[config.mk]
export PLATFORM = sky130hd
export DESIGN_NAME = fsoc_gpio
export DESIGN_NICKNAME = d
export VERILOG_FILES = /design/src/rtl/fsoc_gpio.sv
export SDC_FILE = /design/constraint.sdc
export NUM_CORES = 1
export LEC_CHECK = 0
export BUFFER_PORTS_ARGS = -buffer_cell sky130_fd_sc_hd__buf_2
export CAP_MARGIN = 0
export CORE_MARGIN = 10
export CORE_UTILIZATION = 40
export CTS_CLUSTER_DIAMETER = 150
export CTS_CLUSTER_SIZE = 14
export DETAILED_ROUTE_END_ITERATION = 8
export GPL_TIMING_DRIVEN = 0
export HOLD_SLACK_MARGIN = 0.1
export SLEW_MARGIN = 10
export SYNTH_ARGS = -nofsm -noshare
export SYNTH_HDL_FRONTEND = slang
export SYNTH_SLANG_ARGS = --single-unit
[constraint.sdc]
create_clock -name clk_i -period 1.55 [get_ports clk_i]
set_input_delay 0.155 -clock clk_i [delete_from_list [all_inputs] [get_ports clk_i]]
set_output_delay 0.155 -clock clk_i [all_outputs]
set_load 0.1 [all_outputs]
[src/rtl/fsoc_gpio.sv]
// fsoc_gpio: parametrised bidirectional GPIO block with per-pin output enable,
// synchronised inputs, edge capture into a pending register, a level
// interrupt and a Wishbone-classic slave port.
//
// Bus handshake: a request is cyc & stb & !ack. The request is accepted at the
// next clk_i edge, and wb_ack_o is high for exactly the following cycle.
// Writes commit at that same edge. Read data is captured at that edge and is
// presented on wb_dat_o only while wb_ack_o is high; otherwise wb_dat_o is 0.
// Because ack masks the request, each access takes two cycles back-to-back.
module fsoc_gpio #(
    parameter int               GPIOCNT     = 8,
    parameter int               SYNC_STAGES = 2,
    parameter logic [GPIOCNT-1:0] RST_OUT   = '0,
    parameter logic [GPIOCNT-1:0] RST_OEN   = '0
) (
    input  logic               clk_i,
    input  logic               rst_in,
    input  logic               wb_cyc_i,
    input  logic               wb_stb_i,
    input  logic               wb_we_i,
    input  logic [2:0]         wb_adr_i,
    input  logic [31:0]        wb_dat_i,
    output logic [31:0]        wb_dat_o,
    output logic               wb_ack_o,
    input  logic [GPIOCNT-1:0] gpio_i,
    output logic [GPIOCNT-1:0] gpio_o,
    output logic [GPIOCNT-1:0] gpio_oeb,
    output logic               irq_o
);

    localparam int CW = $clog2(SYNC_STAGES + 2);

    localparam logic [2:0] A_OUT  = 3'd0;
    localparam logic [2:0] A_OEN  = 3'd1;
    localparam logic [2:0] A_IN   = 3'd2;
    localparam logic [2:0] A_IEN  = 3'd3;
    localparam logic [2:0] A_RISE = 3'd4;
    localparam logic [2:0] A_FALL = 3'd5;
    localparam logic [2:0] A_PEND = 3'd6;
    localparam logic [2:0] A_TGL  = 3'd7;

    logic [GPIOCNT-1:0] r_out, r_oen, r_ien, r_rise, r_fall, r_pend;
    logic [GPIOCNT-1:0] r_sync [SYNC_STAGES];
    logic [GPIOCNT-1:0] r_prev;
    logic [GPIOCNT-1:0] r_edge;
    logic [CW-1:0]      r_blank_cnt;
    logic               r_ack;
    logic               r_irq;
    logic [31:0]        r_dat;

    logic               w_req;
    logic               w_wr;
    logic               w_blank;
    logic [GPIOCNT-1:0] w_in;
    logic [GPIOCNT-1:0] w_wdat;
    logic [GPIOCNT-1:0] w_pend_clr;
    logic [31:0]        w_rdata;
    logic               w_unused;

    assign w_req    = wb_cyc_i & wb_stb_i & ~r_ack;
    assign w_wr     = w_req & wb_we_i;
    assign w_in     = r_sync[SYNC_STAGES-1];
    assign w_wdat   = wb_dat_i[GPIOCNT-1:0];
    // Edge capture stays off until the synchroniser and prev flops have
    // filled with real pad values, so pins already high at reset stay quiet.
    assign w_blank  = (r_blank_cnt <= CW'(SYNC_STAGES));
    assign w_pend_clr = (w_wr && (wb_adr_i == A_PEND)) ? w_wdat : '0;
    // Upper write-data bits beyond GPIOCNT are intentionally ignored.
    assign w_unused = ^wb_dat_i;

    // Input synchroniser chain: pad -> r_sync[0] -> ... -> IN.
    always_ff @(posedge clk_i) begin
        if (!rst_in) begin
            for (int i = 0; i < SYNC_STAGES; i++) r_sync[i] <= '0;
        end else begin
            r_sync[0] <= gpio_i;
            for (int i = 1; i < SYNC_STAGES; i++) r_sync[i] <= r_sync[i-1];
        end
    end

    // Post-reset blanking counter, saturates once capture is enabled.
    always_ff @(posedge clk_i) begin
        if (!rst_in) begin
            r_blank_cnt <= '0;
        end else if (w_blank) begin
            r_blank_cnt <= r_blank_cnt + 1'b1;
        end
    end

    // Edge detection on IN, registered before it reaches PEND.
    always_ff @(posedge clk_i) begin
        if (!rst_in) begin
            r_prev <= '0;
            r_edge <= '0;
        end else begin
            r_prev <= w_in;
            r_edge <= w_blank ? '0
                    : ((w_in & ~r_prev & r_rise) | (~w_in & r_prev & r_fall));
        end
    end

    // Control registers and pending bits; a new edge wins over a W1C clear.
    always_ff @(posedge clk_i) begin
        if (!rst_in) begin
            r_out  <= RST_OUT;
            r_oen  <= RST_OEN;
            r_ien  <= '0;
            r_rise <= '0;
            r_fall <= '0;
            r_pend <= '0;
        end else begin
            r_pend <= (r_pend & ~w_pend_clr) | r_edge;
            if (w_wr) begin
                case (wb_adr_i)
                    A_OUT:   r_out  <= w_wdat;
                    A_OEN:   r_oen  <= w_wdat;
                    A_IEN:   r_ien  <= w_wdat;
                    A_RISE:  r_rise <= w_wdat;
                    A_FALL:  r_fall <= w_wdat;
                    A_TGL:   r_out  <= r_out ^ w_wdat;
                    default: ;
                endcase
            end
        end
    end

    // Read multiplexer; unimplemented upper bits and TGL read as zero.
    always_comb begin
        w_rdata = '0;
        case (wb_adr_i)
            A_OUT:   w_rdata[GPIOCNT-1:0] = r_out;
            A_OEN:   w_rdata[GPIOCNT-1:0] = r_oen;
            A_IN:    w_rdata[GPIOCNT-1:0] = w_in;
            A_IEN:   w_rdata[GPIOCNT-1:0] = r_ien;
            A_RISE:  w_rdata[GPIOCNT-1:0] = r_rise;
            A_FALL:  w_rdata[GPIOCNT-1:0] = r_fall;
            A_PEND:  w_rdata[GPIOCNT-1:0] = r_pend;
            default: w_rdata = '0;
        endcase
    end

    // Bus acknowledge, read data capture and registered interrupt.
    always_ff @(posedge clk_i) begin
        if (!rst_in) begin
            r_ack <= 1'b0;
            r_dat <= '0;
            r_irq <= 1'b0;
        end else begin
            r_ack <= w_req;
            r_dat <= (w_req && !wb_we_i) ? w_rdata : '0;
            r_irq <= |(r_pend & r_ien);
        end
    end

    assign wb_ack_o = r_ack;
    assign wb_dat_o = r_dat;
    assign gpio_o   = r_out;
    assign gpio_oeb = ~r_oen;
    assign irq_o    = r_irq;

endmodule

==> impl_metrics.sql, run 1 <==
INSERT INTO impl_metrics (metric_group, metric, value, unit) VALUES
('logic_synthesis', 'synth.ff_latch_count', '92', ''),
('cts', 'path_clk_slew', '0.10', 'ns'),
('place', 'place.gp.congestion', '0.810', ''),
('worst_setup_path', 'cp.arrival', '1.74', 'ns'),
('power', 'power_share_of_the_sequential_group', '49.1', '%'),
('floorplanning', 'start_util', '40.9', '%'),
('detailed_routing', 'ant_nets', '0', ''),
('layout', 'layout.cells.most_common', 'sky130_fd_sc_hd__dfxtp_1', ''),
('layout', 'final_cell_area', '4850', 'µm²'),
('timing', 'timing.fmax', '0.674', 'GHz'),
('cts', 'clkLatencyLatePin', '0.36', 'ns'),
('layout', 'drive_above_1_share', '25.7', '%'),
('worst_hold_path', 'hold_path_class', 'in -> reg', ''),
('outcome', 'run_status', 'finished clean', ''),
('timing', 'postLayoutSetupSlackWorst', '0.0654', 'ns'),
('logic_synthesis', 'synth_cells', '400', ''),
('power', 'max-vdd-ir-drop', '536', 'µV'),
('logic_synthesis', 'synth_seq_area_share', '46.1', '%'),
('floorplanning', 'boundaryPins', '98', ''),
('logic_synthesis', 'synthesis.area_per_instance', '9.99', 'µm²'),
('floorplanning', 'core_area', '9770', 'µm²'),
('global_route', 'globalRouteMet1Util', '17.9', '%'),
('detailed_routing', 'firstDrtPassIters', '4', ''),
('global_route', 'met2_resource_use_gr', '24.8', '%'),
('logic_synthesis', 'syn-cell-area', '4000', 'µm²'),
('timing', 'final.min_clock_period', '1.48', 'ns'),
('layout', 'nNetsFinal', '539', ''),
('worst_setup_path', 'crit_path_max_incr_delay', '0.36', 'ns'),
('power', 'switch_share', '28.4', '%'),
('place', 'hpwl', '7590', 'µm'),
('worst_setup_path', 'r2r_slack', '0.07', 'ns'),
('global_route', 'global_route.usage.total', '14.9', '%'),
('worst_setup_path', 'critical_path.max_fanout', '8', ''),
('worst_hold_path', 'min_delay_path_depth', '3', ''),
('logic_synthesis', 'yosys.area_share.adder', '0.313', '%'),
('timing', 'finalClockSkew', '0.0109', 'ns'),
('power', 'power.share.combinational', '14.3', '%'),
('layout', 'area_grow_syn2layout', '21.3', '%'),
('timing', 'setup_repair_after_global_routing_missed_its_margin', 'true', ''),
('place', 'dp_worst_setup_slack', '-0.0705', 'ns'),
('cts', 'cell_chosen_for_the_clock_root', 'sky130_fd_sc_hd__clkbuf_8', ''),
('worst_setup_path', 'timing.critical_path.required', '1.80', 'ns'),
('logic_synthesis', 'dominantRegCellSynth', 'sky130_fd_sc_hd__dfxtp_1', ''),
('place', 'place.port_buffers', '45', ''),
('logic_synthesis', 'area_fraction_in_and_or_nand_and_nor_cells_after_synthesis', '17.0', '%'),
('worst_setup_path', 'reg2reg_depth', '6', ''),
('cts', 'ctsLongestPathBuffers', '2', ''),
('logic_synthesis', 'synth_edf_count', '0', ''),
('power', 'cellLeakagePower', '0.00209', 'µW'),
('global_route', 'global_route.usage.met3', '4.55', '%'),
('logic_synthesis', 'yosys-mux-area-fraction', '14.3', '%'),
('logic_synthesis', 'synthesized_area_fraction_occupied_by_ao_oa_aoi_and_oai_cells', '13.0', '%'),
('floorplanning', 'die_area', '14400', 'µm²'),
('worst_setup_path', 'endpoint_kind', 'flop', ''),
('cts', 'cts_max_level', '3', ''),
('power', 'power.density', '1020', 'nW/µm²'),
('detailed_routing', 'remaining_drc_errors', '0', ''),
('layout', 'fill_count', '977', ''),
('worst_hold_path', 'hp-start', 'wb_dat_i[5]', ''),
('power', 'switching_power', '1410', 'µW'),
('worst_setup_path', 'reg2reg_to', 'r_pend[0]', ''),
('cts', 'cts.sinks', '92', ''),
('global_route', 'first_global_vias', '3108', ''),
('cts', 'tritoncts.num_buffers', '9', ''),
('layout', 'insertedDiodeCount', '0', ''),
('global_route', 'grt_busiest_layer', 'met2', ''),
('place', 'placed_cell_area', '4480', 'µm²'),
('global_route', 'antenna_found_initial', '0', ''),
('timing', 'timing.final.crit_share', '95.8', '%'),
('worst_hold_path', 'hold_path_end', 'gpio_o[5]', ''),
('logic_synthesis', 'largest_family_of_logic_cells_by_synthesized_area', 'simple AND/OR/NAND/NOR gates', '');
[metrics by stage]
| stage | TNS, ns | power (µW) | hold slack, ns | cells |
|---|---|---|---|---|
| floorplan | -0.0179 | 3030 | 0.275 | 423 |
| global placement | -0.506 | 3160 | 0.361 | 601 |
| global route | -0.0483 | 5130 | 0.144 | 628 |
| finish | 0 | 4960 | 0.138 | 628 |
| detailed placement | -0.688 | 3170 | 0.364 | 601 |
| CTS | 0 | 4980 | 0.129 | 628 |
[power by group through the flow]
stage               sequential [µW]  clock [µW]  combinational [µW]
detailed placement             2490           0                 677
floorplan                      2520           0                 517
global placement               2490           0                 669
global route                   2440        1940                 746
finish                         2440        1820                 710
CTS                            2440        1840                 700
[area by class of cell]
type	count	area (µm²)	area share, %
multi-input combinational	273	1910	39.3
sequential	92	1850	38.2
buffer	49	334	6.89
timing repair buffer	56	333	6.86
tap	133	166	3.43
clock buffer	11	141	2.92
clock inverter	5	83.8	1.73
inverter	9	33.8	0.697
[Yosys cell counts (4+ instances only)]
library cell	count	share of area, %
sky130_fd_sc_hd__buf_4	30	5.6
sky130_fd_sc_hd__o2bb2ai_1	5	1.1
sky130_fd_sc_hd__a21boi_1	8	1.5
sky130_fd_sc_hd__o21ai_1	5	0.63
sky130_fd_sc_hd__o21a_1	8	1.5
sky130_fd_sc_hd__and2_1	24	3.8
sky130_fd_sc_hd__a2111oi_2	4	1.5
sky130_fd_sc_hd__nand3b_1	17	3.2
sky130_fd_sc_hd__o2111ai_1	4	0.88
sky130_fd_sc_hd__clkbuf_1	7	0.66
sky130_fd_sc_hd__a22oi_1	4	0.75
sky130_fd_sc_hd__inv_1	9	0.85
sky130_fd_sc_hd__nand4_1	4	0.63
sky130_fd_sc_hd__nand2_1	5	0.47
sky130_fd_sc_hd__mux2i_1	46	12
sky130_fd_sc_hd__mux4_2	4	2.3
sky130_fd_sc_hd__a21oi_1	18	2.3
sky130_fd_sc_hd__dfxtp_1	92	46
sky130_fd_sc_hd__nor2_1	47	4.4
sky130_fd_sc_hd__nand3_1	7	0.88
sky130_fd_sc_hd__nand2b_1	4	0.63
sky130_fd_sc_hd__buf_2	10	1.3
sky130_fd_sc_hd__o21ai_0	5	0.63
[flip-flops by register name (all words and copies together) (netlist names), 8 cells and up]
name / flops
r_ien: 8
wb_dat_o: 8
r_prev: 8
r_rise: 8
r_fall: 8
r_edge: 8
gpio_o: 8
r_oen: 8
r_sync: 16
r_pend: 8
[worst max path at each step]
stage	startpoint	end	slack, ns	cells past startpoint
floorplan	wb_ack_o	gpio_o[1]	-0.02	6
global placement	rst_in	r_sync[0][13]	-0.06	4
detailed placement	rst_in	r_sync[0][14]	-0.07	4
CTS	wb_ack_o	r_pend[0]	0.008	6
global route	wb_ack_o	r_pend[0]	-0.02	6
finish	wb_ack_o	r_pend[0]	0.07	6
[logic make-up (layout without fill, tap and decap cells)]
family	count (synthesis)	count (layout)
buffers and inverters	58	130
other	1	24
adder cells (fa/ha/maj)	1	1
AND/OR/NAND/NOR	123	123
XOR/XNOR	1	1
AO/OA/AOI/OAI	72	72
multiplexers	52	52
flip-flops	92	92
[worst max-delay path, delay by kind of cell (launching register included)]
kind | cells | cell delay [ns]
buffers and inverters | 2 | 0.34
AOI/OAI and AO/OA | 2 | 0.25
DFF | 1 | 0.36
and+or+nand+nor | 2 | 0.43
[metal layers]
| metal | share of wire, % | wire length, µm |
|---|---|---|
| met5 | 0 | 0 |
| met3 | 11 | 1220 |
| met4 | 0.82 | 90 |
| met1 | 41 | 4500 |
| met2 | 47 | 5150 |
[what timing repair did]
item                                    in CTS  in global routing
endpoints found under the setup margin      12                 21
pin swaps                                    0                  1
hold buffers                                10                  0
endpoints found under the hold margin        9                  0
gates resized for setup                      1                  7
setup buffers                                1                  0
No activity file was read; power rests on OpenSTA's default activity.
==> run 2, diff against run 1 <==
BUFFER_PORTS_ARGS = -buffer_cell sky130_fd_sc_hd__clkbuf_2   (was -buffer_cell sky130_fd_sc_hd__buf_2)
==> impl_metrics.sql, run 2 (synthesized netlist as in run 1, its figures left out) <==
INSERT INTO impl_metrics (metric_group, metric, value, unit) VALUES
('layout', 'largest_reg_by_ff_count', 'r_sync', ''),
('worst_setup_path', 'crit_slowest_cell', 'sky130_fd_sc_hd__dfxtp_4', ''),
('global_route', 'grt_first_pass_wirelength', '16800', 'µm'),
('timing', 'final_max_slew_viol_count', '0', ''),
('floorplanning', 'die_x', '120', 'µm'),
('worst_setup_path', 'critical_path.cell_chain', 'nand4b_1 > nor3b_2 > buf_6 > mux2i_1 > nor2_1', ''),
('place', 'hpwl', '7620', 'µm'),
('timing', 'finalClockSkew', '0.0127', 'ns'),
('worst_hold_path', 'hold_path_class', 'in -> reg', ''),
('timing', 'final.min_clock_period', '1.47', 'ns'),
('layout', 'layout_common_cells', 'sky130_fd_sc_hd__dfxtp_1, sky130_fd_sc_hd__nor2_1, sky130_fd_sc_hd__mux2i_1, sky130_fd_sc_hd__clkbuf_2, sky130_fd_sc_hd__buf_4', ''),
('worst_setup_path', 'r2r_slack', '0.08', 'ns'),
('detailed_routing', 'ant_nets', '0', ''),
('detailed_routing', 'remaining_drc_errors', '0', ''),
('worst_setup_path', 'critical_path.max_fanout', '8', ''),
('layout', 'fill_count', '944', ''),
('layout', 'nNetsFinal', '539', ''),
('timing', 'max_slew.worst_pin.slew', '0.709', 'ns'),
('timing', 'tns', '0', 'ns'),
('timing', 'postLayoutSetupSlackWorst', '0.0819', 'ns'),
('timing', 'finalSetupViolations', '0', ''),
('detailed_routing', 'wl', '10900', 'µm'),
('layout', 'layout.cells.most_common', 'sky130_fd_sc_hd__dfxtp_1', ''),
('detailed_routing', 'detail_route.vias_per_cell', '4.98', ''),
('power', 'total_power', '5030', 'µW'),
('floorplanning', 'start_util', '40.9', '%'),
('floorplanning', 'die_area', '14400', 'µm²'),
('floorplanning', 'boundaryPins', '98', ''),
('timing', 'timing.final.crit_share', '94.7', '%'),
('global_route', 'global_route.usage.total', '15.1', '%'),
('timing', 'worst_slew_margin_rel', '52.7', '%'),
('worst_hold_path', 'min_delay_path_depth', '3', ''),
('cts', 'ctsLongestPathBuffers', '2', ''),
('worst_setup_path', 'cp.arrival', '1.70', 'ns'),
('place', 'dp_worst_setup_slack', '-0.0566', 'ns'),
('cts', 'cts.sinks', '92', ''),
('global_route', 'first_global_vias', '3110', ''),
('detailed_routing', 'firstDrtPassIters', '5', ''),
('detailed_routing', 'vias', '3128', ''),
('power', 'power.density', '1040', 'nW/µm²'),
('cts', 'tritoncts', 'done', ''),
('power', 'max-vdd-ir-drop', '538', 'µV'),
('run', 'max_cap_violations', '0', ''),
('cts', 'cell_chosen_for_the_clock_root', 'sky130_fd_sc_hd__clkbuf_8', ''),
('place', 'place.gp.congestion', '0.810', ''),
('layout', 'drive_above_1_share', '24.8', '%'),
('floorplanning', 'row_count', '36', ''),
('outcome', 'run_status', 'finished clean', ''),
('timing', 'final_hold_violation_count', '0', ''),
('layout', 'insertedDiodeCount', '0', ''),
('timing', 'timing.fmax', '0.681', 'GHz'),
('cts', 'tritoncts.num_buffers', '9', ''),
('layout', 'area_grow_syn2layout', '21.5', '%'),
('place', 'place.port_buffers', '45', ''),
('floorplanning', 'floorplan.die.height', '120', 'µm'),
('global_route', 'antenna_found_initial', '0', ''),
('detailed_routing', 'dr.first_iter.drc_count', '186', ''),
('global_route', 'globalRouteOverflowTotal', '0', ''),
('detailed_routing', 'detail_route.wl_per_cell', '17.4', 'µm'),
('power', 'cellLeakagePower', '0.00210', 'µW'),
('cts', 'cts_max_level', '3', ''),
('worst_setup_path', 'reg2reg_depth', '5', ''),
('cts', 'clkLatencyLatePin', '0.36', 'ns'),
('layout', 'largest_reg_flops', '16', ''),
('global_route', 'pin_count_of_the_biggest_net_entering_global_routing', '16', ''),
('floorplanning', 'core_area', '9770', 'µm²'),
('worst_setup_path', 'endpoint_kind', 'flop', ''),
('worst_setup_path', 'timing.critical_path.required', '1.78', 'ns'),
('cts', 'path_clk_slew', '0.09', 'ns'),
('worst_setup_path', 'crit_path_max_incr_delay', '0.36', 'ns'),
('worst_setup_path', 'criticalPathCategory', 'reg -> reg', ''),
('timing', 'holdWs', '0.142', 'ns'),
('worst_setup_path', 'setup.worst_path.start_class', 'flop', '');
## run 2: cell count changes in the layout (fill, tap and decap cells not counted), sizes merged
| cell | delta |
|---|---|
| bufinv | +1 |
| inv | -1 |
| buf | -45 |
| clkinv | +1 |
| clkbuf | +46 |
| clkinvlp | -2 |
## run 2: final cells by class
cell class / instances / area (µm²) / area share (%)
inverter: 9 / 33.8 / 0.695
multi-input combinational: 273 / 1900 / 39.1
clock inverter: 4 / 98.8 / 2.03
tap: 133 / 166 / 3.43
sequential: 92 / 1850 / 38.1
clock buffer: 12 / 135 / 2.78
timing repair buffer: 56 / 333 / 6.85
buffer: 49 / 342 / 7.03
## run 2: routing by layer
layer	wire length (µm)	global-route usage, %
met5	0	0
met4	93	3.77
met3	989	5.39
met2	5180	25.3
met1	4670	17.9
## run 2: metrics by stage
step | util, % | instance area (µm²) | instances
floorplan | - | 4090 | 423
global placement | 45.9 | 4480 | 601
detailed placement | 45.9 | 4480 | 601
CTS | 49.4 | 4830 | 628
global route | 49.7 | 4860 | 628
finish | 49.7 | 4860 | 628
## run 2: report_power, final
group          leakage [µW]  internal, µW  switching (µW)  total, µW
clock              0.000115          1080             811       1890
combinational       0.00123           187             520        707
sequential         0.000749          2410            28.9       2440
total               0.00210          3670            1360       5030
## run 2: timing repair
item | CTS | global route
hold buffers | 10 | 0
cloned | 0 | 0
hold endpoints to repair | 9 | 0
buffers inserted | 1 | 0
pin swaps | 0 | 1
resized for setup | 0 | 8
endpoints found under the setup margin | 8 | 29
## run 2: path summary, 6_finish.rpt
check | start | end
min reg2reg | r_sync[0][7] | r_sync[0][15]
min | wb_dat_i[5] | gpio_o[5]
max reg2reg | wb_ack_o | r_rise[6]
max | wb_ack_o | r_rise[6]
## run 2: critical path, delay by kind of cell, from the launching register on
kind	cells	cell delay (ns)
buffers and inverters	1	0.21
DFF	1	0.36
muxes	1	0.21
and+or+nand+nor	3	0.56
==> run 3, diff against run 2 <==
clock period = 1.6 ns   (was 1.55 ns; I/O delays follow)
==> impl_metrics.sql, run 3 (synthesized netlist as in run 1, its figures left out) <==
INSERT INTO impl_metrics (metric_group, metric, value, unit) VALUES
('worst_setup_path', 'endpoint_kind', 'flop', ''),
('floorplanning', 'boundaryPins', '98', ''),
('worst_setup_path', 'criticalPathCategory', 'reg -> reg', ''),
('layout', 'insertedDiodeCount', '0', ''),
('layout', 'area_grow_syn2layout', '21.8', '%'),
('layout', 'largest_reg_by_ff_count', 'r_sync', ''),
('cts', 'cts_max_level', '3', ''),
('run', 'max_cap_violations', '0', ''),
('layout', 'layout.cells.most_common', 'sky130_fd_sc_hd__dfxtp_1', ''),
('place', 'place.port_buffers', '45', ''),
('cts', 'tritoncts.num_buffers', '9', ''),
('timing', 'final_max_slew_viol_count', '0', ''),
('power', 'power.density', '1030', 'nW/µm²'),
('floorplanning', 'floorplan.die.height', '120', 'µm'),
('cts', 'clkLatencyLatePin', '0.36', 'ns'),
('timing', 'max_slew.worst_pin.slew', '0.755', 'ns'),
('layout', 'drive_above_1_share', '25.1', '%'),
('timing', 'setup_repair_after_global_routing_missed_its_margin', 'false', ''),
('layout', 'layout_common_cells', 'sky130_fd_sc_hd__dfxtp_1, sky130_fd_sc_hd__nor2_1, sky130_fd_sc_hd__mux2i_1, sky130_fd_sc_hd__clkbuf_2, sky130_fd_sc_hd__buf_4', ''),
('worst_setup_path', 'cp.arrival', '1.76', 'ns'),
('detailed_routing', 'firstDrtPassIters', '5', ''),
('timing', 'final.min_clock_period', '1.51', 'ns'),
('timing', 'timing.fmax', '0.662', 'GHz'),
('power', 'total_power', '4990', 'µW'),
('global_route', 'pin_count_of_the_biggest_net_entering_global_routing', '16', ''),
('floorplanning', 'die_x', '120', 'µm'),
('detailed_routing', 'detail_route.wl_per_cell', '17.5', 'µm'),
('global_route', 'first_global_vias', '3178', ''),
('timing', 'worst_slew_margin_rel', '49.6', '%'),
('timing', 'final_hold_violation_count', '0', ''),
('global_route', 'antenna_found_initial', '0', ''),
('timing', 'tns', '0', 'ns'),
('layout', 'nNetsFinal', '539', ''),
('worst_setup_path', 'timing.critical_path.required', '1.85', 'ns'),
('global_route', 'global_route.usage.total', '15.0', '%'),
('floorplanning', 'core_area', '9770', 'µm²'),
('detailed_routing', 'ant_nets', '0', ''),
('timing', 'timing.final.crit_share', '94.4', '%'),
('global_route', 'globalRouteOverflowTotal', '0', ''),
('detailed_routing', 'dr.first_iter.drc_count', '133', ''),
('outcome', 'run_status', 'finished clean', ''),
('power', 'cellLeakagePower', '0.00210', 'µW'),
('detailed_routing', 'wl', '11000', 'µm'),
('floorplanning', 'start_util', '40.9', '%'),
('layout', 'final_cell_area', '4870', 'µm²'),
('layout', 'largest_reg_flops', '16', ''),
('worst_hold_path', 'hold_path_class', 'in -> reg', ''),
('global_route', 'grt_first_pass_wirelength', '16900', 'µm'),
('worst_setup_path', 'critical_path.max_fanout', '8', ''),
('power', 'max-vdd-ir-drop', '600', 'µV'),
('worst_setup_path', 'setup.worst_path.start_class', 'flop', ''),
('cts', 'ctsLongestPathBuffers', '2', ''),
('place', 'place.gp.congestion', '0.853', ''),
('place', 'placed_cell_area', '4480', 'µm²'),
('cts', 'path_clk_slew', '0.09', 'ns'),
('cts', 'tritoncts', 'done', ''),
('cts', 'cts.sinks', '92', ''),
('layout', 'layout.core_utilization', '49.8', '%'),
('detailed_routing', 'detail_route.vias_per_cell', '4.99', ''),
('floorplanning', 'die_area', '14400', 'µm²'),
('place', 'hpwl', '7580', 'µm'),
('detailed_routing', 'remaining_drc_errors', '0', ''),
('timing', 'finalClockSkew', '0.00973', 'ns'),
('detailed_routing', 'vias', '3135', ''),
('timing', 'finalSetupViolations', '0', ''),
('cts', 'cell_chosen_for_the_clock_root', 'sky130_fd_sc_hd__clkbuf_8', ''),
('floorplanning', 'row_count', '36', '');
==> run 3: per-stage QoR <==
step           hold WS, ns  instances  worst slack (ns)
2_1_floorplan        0.280        423           0.00841
5_1_grt              0.160        628           0.00365
3_3_place_gp         0.366        601           -0.0244
6_report             0.148        628            0.0904
3_5_place_dp         0.372        601           -0.0363
4_1_cts              0.143        627            0.0168
==> run 3: per-layer routing <==
metal	global-route usage, %	part of all wire (%)	up-vias
li1	-	-	1528
met1	18.0	43	1486
met2	24.8	47	111
met3	4.50	8.9	10
met4	5.13	1.2	0
met5	0	0	-
==> run 3: path summary, 6_finish.rpt <==
path,from,slack (ns),end,depth (start not counted)
worst max-delay path,wb_ack_o,0.09,r_pend[4],6
worst min-delay path,wb_dat_i[7],0.15,r_fall[7],3
worst max register to register,wb_ack_o,0.09,r_pend[4],6
worst min register to register,r_sync[0][1],0.43,r_sync[0][9],1
==> run 3: final cells by class <==
class / count / area [µm²]
buffer: 49 / 330
clock buffer: 11 / 151
clock inverter: 5 / 106
fill: 915 / 4910
inverter: 9 / 33.8
multi-input combinational: 273 / 1900
sequential: 92 / 1850
tap: 133 / 166
timing repair buffer: 56 / 333
==> run 3: power by group <==
group / switching, µW / internal (µW) / leakage, µW
registers: 27.0 / 2330 / 0.000748
logic: 503 / 179 / 0.00123
clock network: 820 / 1130 / 0.000126
total: 1350 / 3640 / 0.00210
==> run 3: repair_timing <==
action / 4_1_cts / 5_1_grt
hold buffers: 10 / 0
resized for setup: 0 / 4
setup endpoints to repair: 0 / 27
endpoints found under the hold margin: 9 / 0
buffers inserted: 0 / 1
==> run 3: critical path, stage by stage (launching register included) <==
cell,delay (ns)
sky130_fd_sc_hd__dfxtp_4,0.36
sky130_fd_sc_hd__and4b_1,0.25
sky130_fd_sc_hd__buf_6,0.14
sky130_fd_sc_hd__and3_1,0.15
sky130_fd_sc_hd__clkbuf_4,0.23
sky130_fd_sc_hd__a21boi_1,0.09
sky130_fd_sc_hd__o21a_1,0.17
